--- config.mk ---
export PLATFORM = sky130hd
export DESIGN_NAME = sms_io_multiport
export DESIGN_NICKNAME = d
export VERILOG_FILES = /design/src/rtl/sms_io_multiport.sv
export SDC_FILE = /design/constraint.sdc
export NUM_CORES = 1
export LEC_CHECK = 0
export CAP_MARGIN = 20
export CORE_ASPECT_RATIO = 0.7
export CORE_MARGIN = 8
export CORE_UTILIZATION = 43
export DETAILED_ROUTE_END_ITERATION = 10
export GPL_ROUTABILITY_DRIVEN = 0
export GPL_TIMING_DRIVEN = 0
export HOLD_SLACK_MARGIN = 0.1
export PLACE_DENSITY = 0.81
export SLEW_MARGIN = 10
export SYNTH_ARGS = -nofsm -noshare
export SYNTH_HDL_FRONTEND = slang
export SYNTH_SLANG_ARGS = --single-unit
--- constraint.sdc ---
create_clock -name MCLK -period 1.4 [get_ports MCLK]
set_clock_uncertainty 0.1 [all_clocks]
set_input_delay 0.21 -clock MCLK [delete_from_list [all_inputs] [get_ports MCLK]]
set_output_delay 0.21 -clock MCLK [all_outputs]
set_load 0.05 [all_outputs]
--- src/rtl/sms_io_multiport.sv ---
// SMS/GG-style controller I/O chip: NPORTS 7-pin ports with per-port TR/TH direction
// and output control, synchronised pads, TH edge interrupts (W1C) and a light-gun HV latch pulse.
module sms_io_multiport #(
    parameter int NPORTS      = 2,
    parameter int SYNC_STAGES = 2
) (
    input  logic                MCLK,
    input  logic                rst,
    input  logic                cs_n,
    input  logic                rd_n,
    input  logic                wr_n,
    input  logic [3:0]          addr,
    input  logic [7:0]          data_i,
    output logic [7:0]          data_o,
    output logic                data_oe,
    input  logic [7*NPORTS-1:0] pin_i,
    output logic [7*NPORTS-1:0] pin_o,
    output logic [7*NPORTS-1:0] pin_d,
    output logic                irq_n,
    output logic                hv_latch
);

    localparam int PW = 7 * NPORTS;

    // CTRL bit positions
    localparam int C_TR_DIR = 0;
    localparam int C_TH_DIR = 1;
    localparam int C_TR_OUT = 2;
    localparam int C_TH_OUT = 3;
    localparam int C_IRQ_EN = 4;

    logic [SYNC_STAGES-1:0][PW-1:0] sync_q;
    logic [PW-1:0]                  pin_s;

    logic [NPORTS-1:0][4:0] ctrl_q, ctrl_d;
    logic [NPORTS-1:0]      pend_q, pend_d;
    logic [NPORTS-1:0]      th_prev_q, th_prev_d;
    logic                   hv_q, hv_d;

    logic [NPORTS-1:0]      th_eff, tr_eff, th_fall, th_rise;

    logic       wr_act, rd_act, wr_commit, rd_commit;
    logic       wr_blk_q, wr_hold_q, rd_blk_q, rd_hold_q;
    logic [3:0] wr_addr_q, rd_addr_q;
    logic [5:0] wr_dat_q;  // {data_i[7], data_i[4:0]}; bits 6:5 have no function
    logic       unused_dat;

    assign unused_dat = ^data_i[6:5];

    assign pin_s = sync_q[SYNC_STAGES-1];

    always_ff @(posedge MCLK) begin
        if (!rst) begin
            sync_q <= '1;
        end else begin
            sync_q[0] <= pin_i;
            for (int s = 1; s < SYNC_STAGES; s++) begin
                sync_q[s] <= sync_q[s-1];
            end
        end
    end

    assign wr_act    = ~cs_n & ~wr_n;
    assign rd_act    = ~cs_n & ~rd_n;
    assign wr_commit = wr_hold_q & ~wr_act;
    assign rd_commit = rd_hold_q & ~rd_act;

    // A strobe already active when reset releases stays blocked until it is seen inactive.
    always_ff @(posedge MCLK) begin
        if (!rst) begin
            wr_blk_q  <= 1'b1;
            wr_hold_q <= 1'b0;
            wr_addr_q <= '0;
            wr_dat_q  <= '0;
            rd_blk_q  <= 1'b1;
            rd_hold_q <= 1'b0;
            rd_addr_q <= '0;
        end else begin
            if (!wr_act) wr_blk_q <= 1'b0;
            if (!rd_act) rd_blk_q <= 1'b0;
            wr_hold_q <= wr_act & ~wr_blk_q;
            rd_hold_q <= rd_act & ~rd_blk_q;
            if (wr_act && !wr_blk_q) begin
                wr_addr_q <= addr;
                wr_dat_q  <= {data_i[7], data_i[4:0]};
            end
            if (rd_act && !rd_blk_q) begin
                rd_addr_q <= addr;
            end
        end
    end

    always_comb begin
        pin_o = '0;
        pin_d = '1;
        for (int p = 0; p < NPORTS; p++) begin
            th_eff[p]    = ctrl_q[p][C_TH_DIR] ? pin_s[7*p+6] : ctrl_q[p][C_TH_OUT];
            tr_eff[p]    = ctrl_q[p][C_TR_DIR] ? pin_s[7*p+4] : ctrl_q[p][C_TR_OUT];
            th_fall[p]   = th_prev_q[p] & ~th_eff[p];
            th_rise[p]   = ~th_prev_q[p] & th_eff[p];
            pin_o[7*p+4] = ctrl_q[p][C_TR_OUT];
            pin_o[7*p+6] = ctrl_q[p][C_TH_OUT];
            pin_d[7*p+4] = ctrl_q[p][C_TR_DIR];
            pin_d[7*p+6] = ctrl_q[p][C_TH_DIR];
        end
    end

    always_comb begin
        ctrl_d    = ctrl_q;
        pend_d    = pend_q;
        th_prev_d = th_eff;
        hv_d      = 1'b0;
        for (int p = 0; p < NPORTS; p++) begin
            if (wr_commit && wr_addr_q == 4'(2*p)) begin
                ctrl_d[p] = wr_dat_q[4:0];
            end
            if (wr_commit && wr_addr_q == 4'(2*p+1) && wr_dat_q[5]) begin
                pend_d[p] = 1'b0;
            end
            if (rd_commit && rd_addr_q == 4'(2*p+1)) begin
                pend_d[p] = 1'b0;
            end
            // Set is evaluated last so a coincident edge beats the clear.
            if (th_fall[p] && ctrl_q[p][C_TH_DIR] && ctrl_q[p][C_IRQ_EN]) begin
                pend_d[p] = 1'b1;
            end
            if (th_rise[p] && ctrl_q[p][C_TH_DIR]) begin
                hv_d = 1'b1;
            end
        end
    end

    always_ff @(posedge MCLK) begin
        if (!rst) begin
            ctrl_q    <= {NPORTS{5'h0F}};
            pend_q    <= '0;
            th_prev_q <= '1;
            hv_q      <= 1'b0;
        end else begin
            ctrl_q    <= ctrl_d;
            pend_q    <= pend_d;
            th_prev_q <= th_prev_d;
            hv_q      <= hv_d;
        end
    end

    always_comb begin
        data_o = 8'hFF;
        for (int p = 0; p < NPORTS; p++) begin
            if (addr == 4'(2*p)) begin
                data_o = {3'b000, ctrl_q[p]};
            end
            if (addr == 4'(2*p+1)) begin
                data_o = {pend_q[p], th_eff[p], pin_s[7*p+5], tr_eff[p], pin_s[7*p +: 4]};
            end
        end
        if (addr == 4'(2*NPORTS)) begin
            data_o = 8'(pend_q);
        end
    end

    assign data_oe  = ~cs_n & ~rd_n;
    assign irq_n    = ~|pend_q;
    assign hv_latch = hv_q;

endmodule

==> flow_metrics.py <==
metrics = {
    "timing": {
        "slew_violations": 0,
        "final-setup-viol-count": 17,
        "hold_violations": 0,
        "worst_pin_slew_ps": 510,
        "setup_slack_ps": -463,
        "post-route-period-util": 1.33,
        "fin_crit_ps": 1860,
        "slew_headroom": 0.660,
        "grt_setup_unrepaired": "yes",
        "fmax_ghz": 0.537,
    },
    "placed_design": {
        "postPlaceCellArea_sq_um": 3370,
        "post-dp-hpwl_mm": 4.78,
        "io_buffers": 45,
    },
    "logic_synthesis": {
        "synthFlopType": "dfxtp_1",
        "ys_ff_latch": 61,
        "yosysSeqAreaShare": 0.467,
        "synth_edf_count": 0,
        "synth_area_sq_um": 2620,
        "synth_warnings": 0,
        "postSynthCellCount": 270,
        "synth.distinct_cells": 39,
        "synthArstFlopShare": 0,
        "syn_area_per_cell_sq_um": 9.69,
    },
    "power": {
        "p_comb_frac": 0.177,
        "ir_drop_mv": 0.615,
        "powerDensity_nw_per_um2": 977,
        "internal_power_uw": 2710,
        "seqPwrFrac": 0.481,
        "switchingPower_uw": 1070,
        "p_leak_uw": 0.00156,
        "swShare": 0.284,
        "pwr-share-clk": 0.342,
    },
    "grt": {
        "overflow": 0,
        "grtUsageTotal": 0.154,
        "met2_usage": 0.252,
        "grt_max_degree": 11,
        "grt_pass1_vias": 2116,
        "met3_usage": 0.0609,
        "grt_pass1_wl_mm": 10.6,
        "antenna_found_initial": 0,
        "grt.met1_usage": 0.187,
        "grt.busiest_layer": "met2",
    },
    "layout": {
        "fin_nets": 390,
        "synthToLayoutAreaGrowth_pct": 48.1,
        "layout-drive-gt1-share": 0.368,
        "fin_area_sq_um": 3870,
        "final_cell_mix": "51 x dfxtp_1, 35 x buf_4, 33 x nand2_1, 28 x nand2b_1, 22 x clkdlybuf4s50_1",
        "antenna_cells": 0,
        "utilization": 0.666,
        "final_common_cell": "dfxtp_1",
    },
    "setup_path": {
        "required_ps": 1090,
        "criticalPathCategory": "reg2out",
        "setup.worst_path.end_class": "primary output",
        "critical_path_arrival_ps": 1550,
        "rrSetupSlack_ps": -170,
        "startpoint_type": "register",
        "cp_max_fo": 4,
        "crit_start": "pin_d[6]",
        "r2r_start": "wr_addr_q[1]",
    },
    "floorplanning": {
        "coreArea_sq_um": 5810,
        "initial_core_util": 0.450,
        "dieArea_sq_um": 8880,
        "die_w_microns": 109,
        "io_pins": 70,
        "dieHeight_microns": 81.3,
        "std_cell_rows": 23,
    },
    "route": {
        "ant_nets": 0,
        "drc": 0,
        "first_pass_iters": 4,
        "first_iter_violations": 84,
        "wire_per_inst_microns": 15.3,
        "vias": 2076,
        "routed_wl_mm": 6.71,
        "via_per_inst": 4.73,
    },
    "hold_path": {
        "min_from": "rst",
        "hold_class": "in2reg",
    },
    "cts": {
        "clkTransAtPathRegs_ps": 70,
        "cts_root_buf": "clkbuf_8",
        "clock_path_buffers": 2,
        "clk_latency_ps": 340,
        "cts_max_level": 3,
        "cts_buffers": 9,
        "tritoncts": "done",
        "cts_sinks": 61,
    },
    "run": {
        "cap_violations": 0,
    },
    "run_status": {
        "outcome": "complete, but fails checks",
        "violations": "setup timing",
    },
}
==> synthesized netlist by cell type, types with 2 or more instances <==
| master | number | area, sq um |
|---|---|---|
| a211oi_1 | 2 | 15.0 |
| a21boi_0 | 10 | 75.1 |
| a32oi_1 | 4 | 35.0 |
| and2_1 | 3 | 18.8 |
| and4b_1 | 2 | 20.0 |
| buf_2 | 2 | 10.0 |
| buf_4 | 28 | 210 |
| clkbuf_1 | 12 | 45.0 |
| conb_1 | 2 | 7.51 |
| dfxtp_1 | 61 | 1220 |
| inv_1 | 2 | 7.51 |
| mux2_2 | 3 | 33.8 |
| mux2i_1 | 20 | 200 |
| nand2_1 | 35 | 131 |
| nand2b_1 | 28 | 175 |
| nor2_1 | 7 | 26.3 |
| nor2b_1 | 18 | 113 |
| o21a_1 | 2 | 15.0 |
| o21ai_0 | 8 | 40.0 |
| or3_1 | 2 | 12.5 |
==> power groups by stage <==
stage	clock (uW)	sequential, uW	combinational (uW)
floorplan	0	1860	433
global route	1400	1830	711
finish	1290	1820	671
CTS	1320	1820	648
global placement	0	1860	588
detailed placement	0	1870	597
==> flip-flops by register name (all words and copies together) (netlist names) <==
register   flops
wr_hold_q      1
th_prev_q      2
ctrl_q         2
rd_blk_q       1
rd_hold_q      1
wr_addr_q      4
wr_dat_q       6
pin_s         14
pend_q         2
hv_latch       1
rd_addr_q      4
sync_q        14
wr_blk_q       1
pin_d          4
pin_o          4
==> metal layers <==
metal  share of wire  up-vias
met3           0.072        8
met1            0.46      968
li1                -     1034
met5               0        -
met4          0.0077        0
met2            0.46       66
==> worst max-delay path, cell delays in order (launching register included) <==
cell,delay [ps]
dfxtp_4,370
or3b_4,370
a32oi_1,170
a41o_2,150
buf_8,150
==> kinds of logic after synthesis <==
group | after synthesis | synth area share
other cells | 2 | 0.00287
simple gates | 105 | 0.231
buf+inv | 44 | 0.104
flops | 61 | 0.467
compound gates | 34 | 0.0971
mux | 24 | 0.0980
==> final cells by class <==
cell class                      instances  area [sq um]
Inverter                                2          7.51
Sequential cell                        61          1250
Tap cell                               75          93.8
Buffer                                 38           292
Timing Repair Buffer                   64           666
Multi-Input combinational cell        183          1410
Fill cell                             443          1940
Clock inverter                          5          27.5
Clock buffer                           11           131
==> stage by stage <==
| step | hold slack [ps] | worst slack (ps) | cells | TNS, ps | power, uW |
|---|---|---|---|---|---|
| 2_1_floorplan | 211 | -103 | 288 | -545 | 2290 |
| 3_3_place_gp | 294 | -1340 | 408 | -22070 | 2450 |
| 3_5_place_dp | 292 | -1350 | 408 | -23280 | 2460 |
| 4_1_cts | 108 | -472 | 438 | -3520 | 3780 |
| 5_1_grt | 155 | -519 | 439 | -4260 | 3930 |
| 6_report | 127 | -463 | 439 | -3360 | 3790 |
==> final timing paths <==
check	cells after the start	to
worst max-delay path	4	data_o[1]
worst min-delay path	2	wr_blk_q
worst max register to register	4	pin_o[4]
worst min register to register	1	pin_s[13]
==> what timing repair did <==
| item | in CTS | in global routing |
|---|---|---|
| pin swaps | 9 | 7 |
| setup buffers | 13 | 4 |
| hold endpoints to repair | 1 | 0 |
| hold buffers | 1 | 0 |
| setup endpoints to repair | 40 | 37 |
| resized for setup | 169 | 28 |
| cloned | 1 | 0 |
No activity file was read; power rests on OpenSTA's default activity.
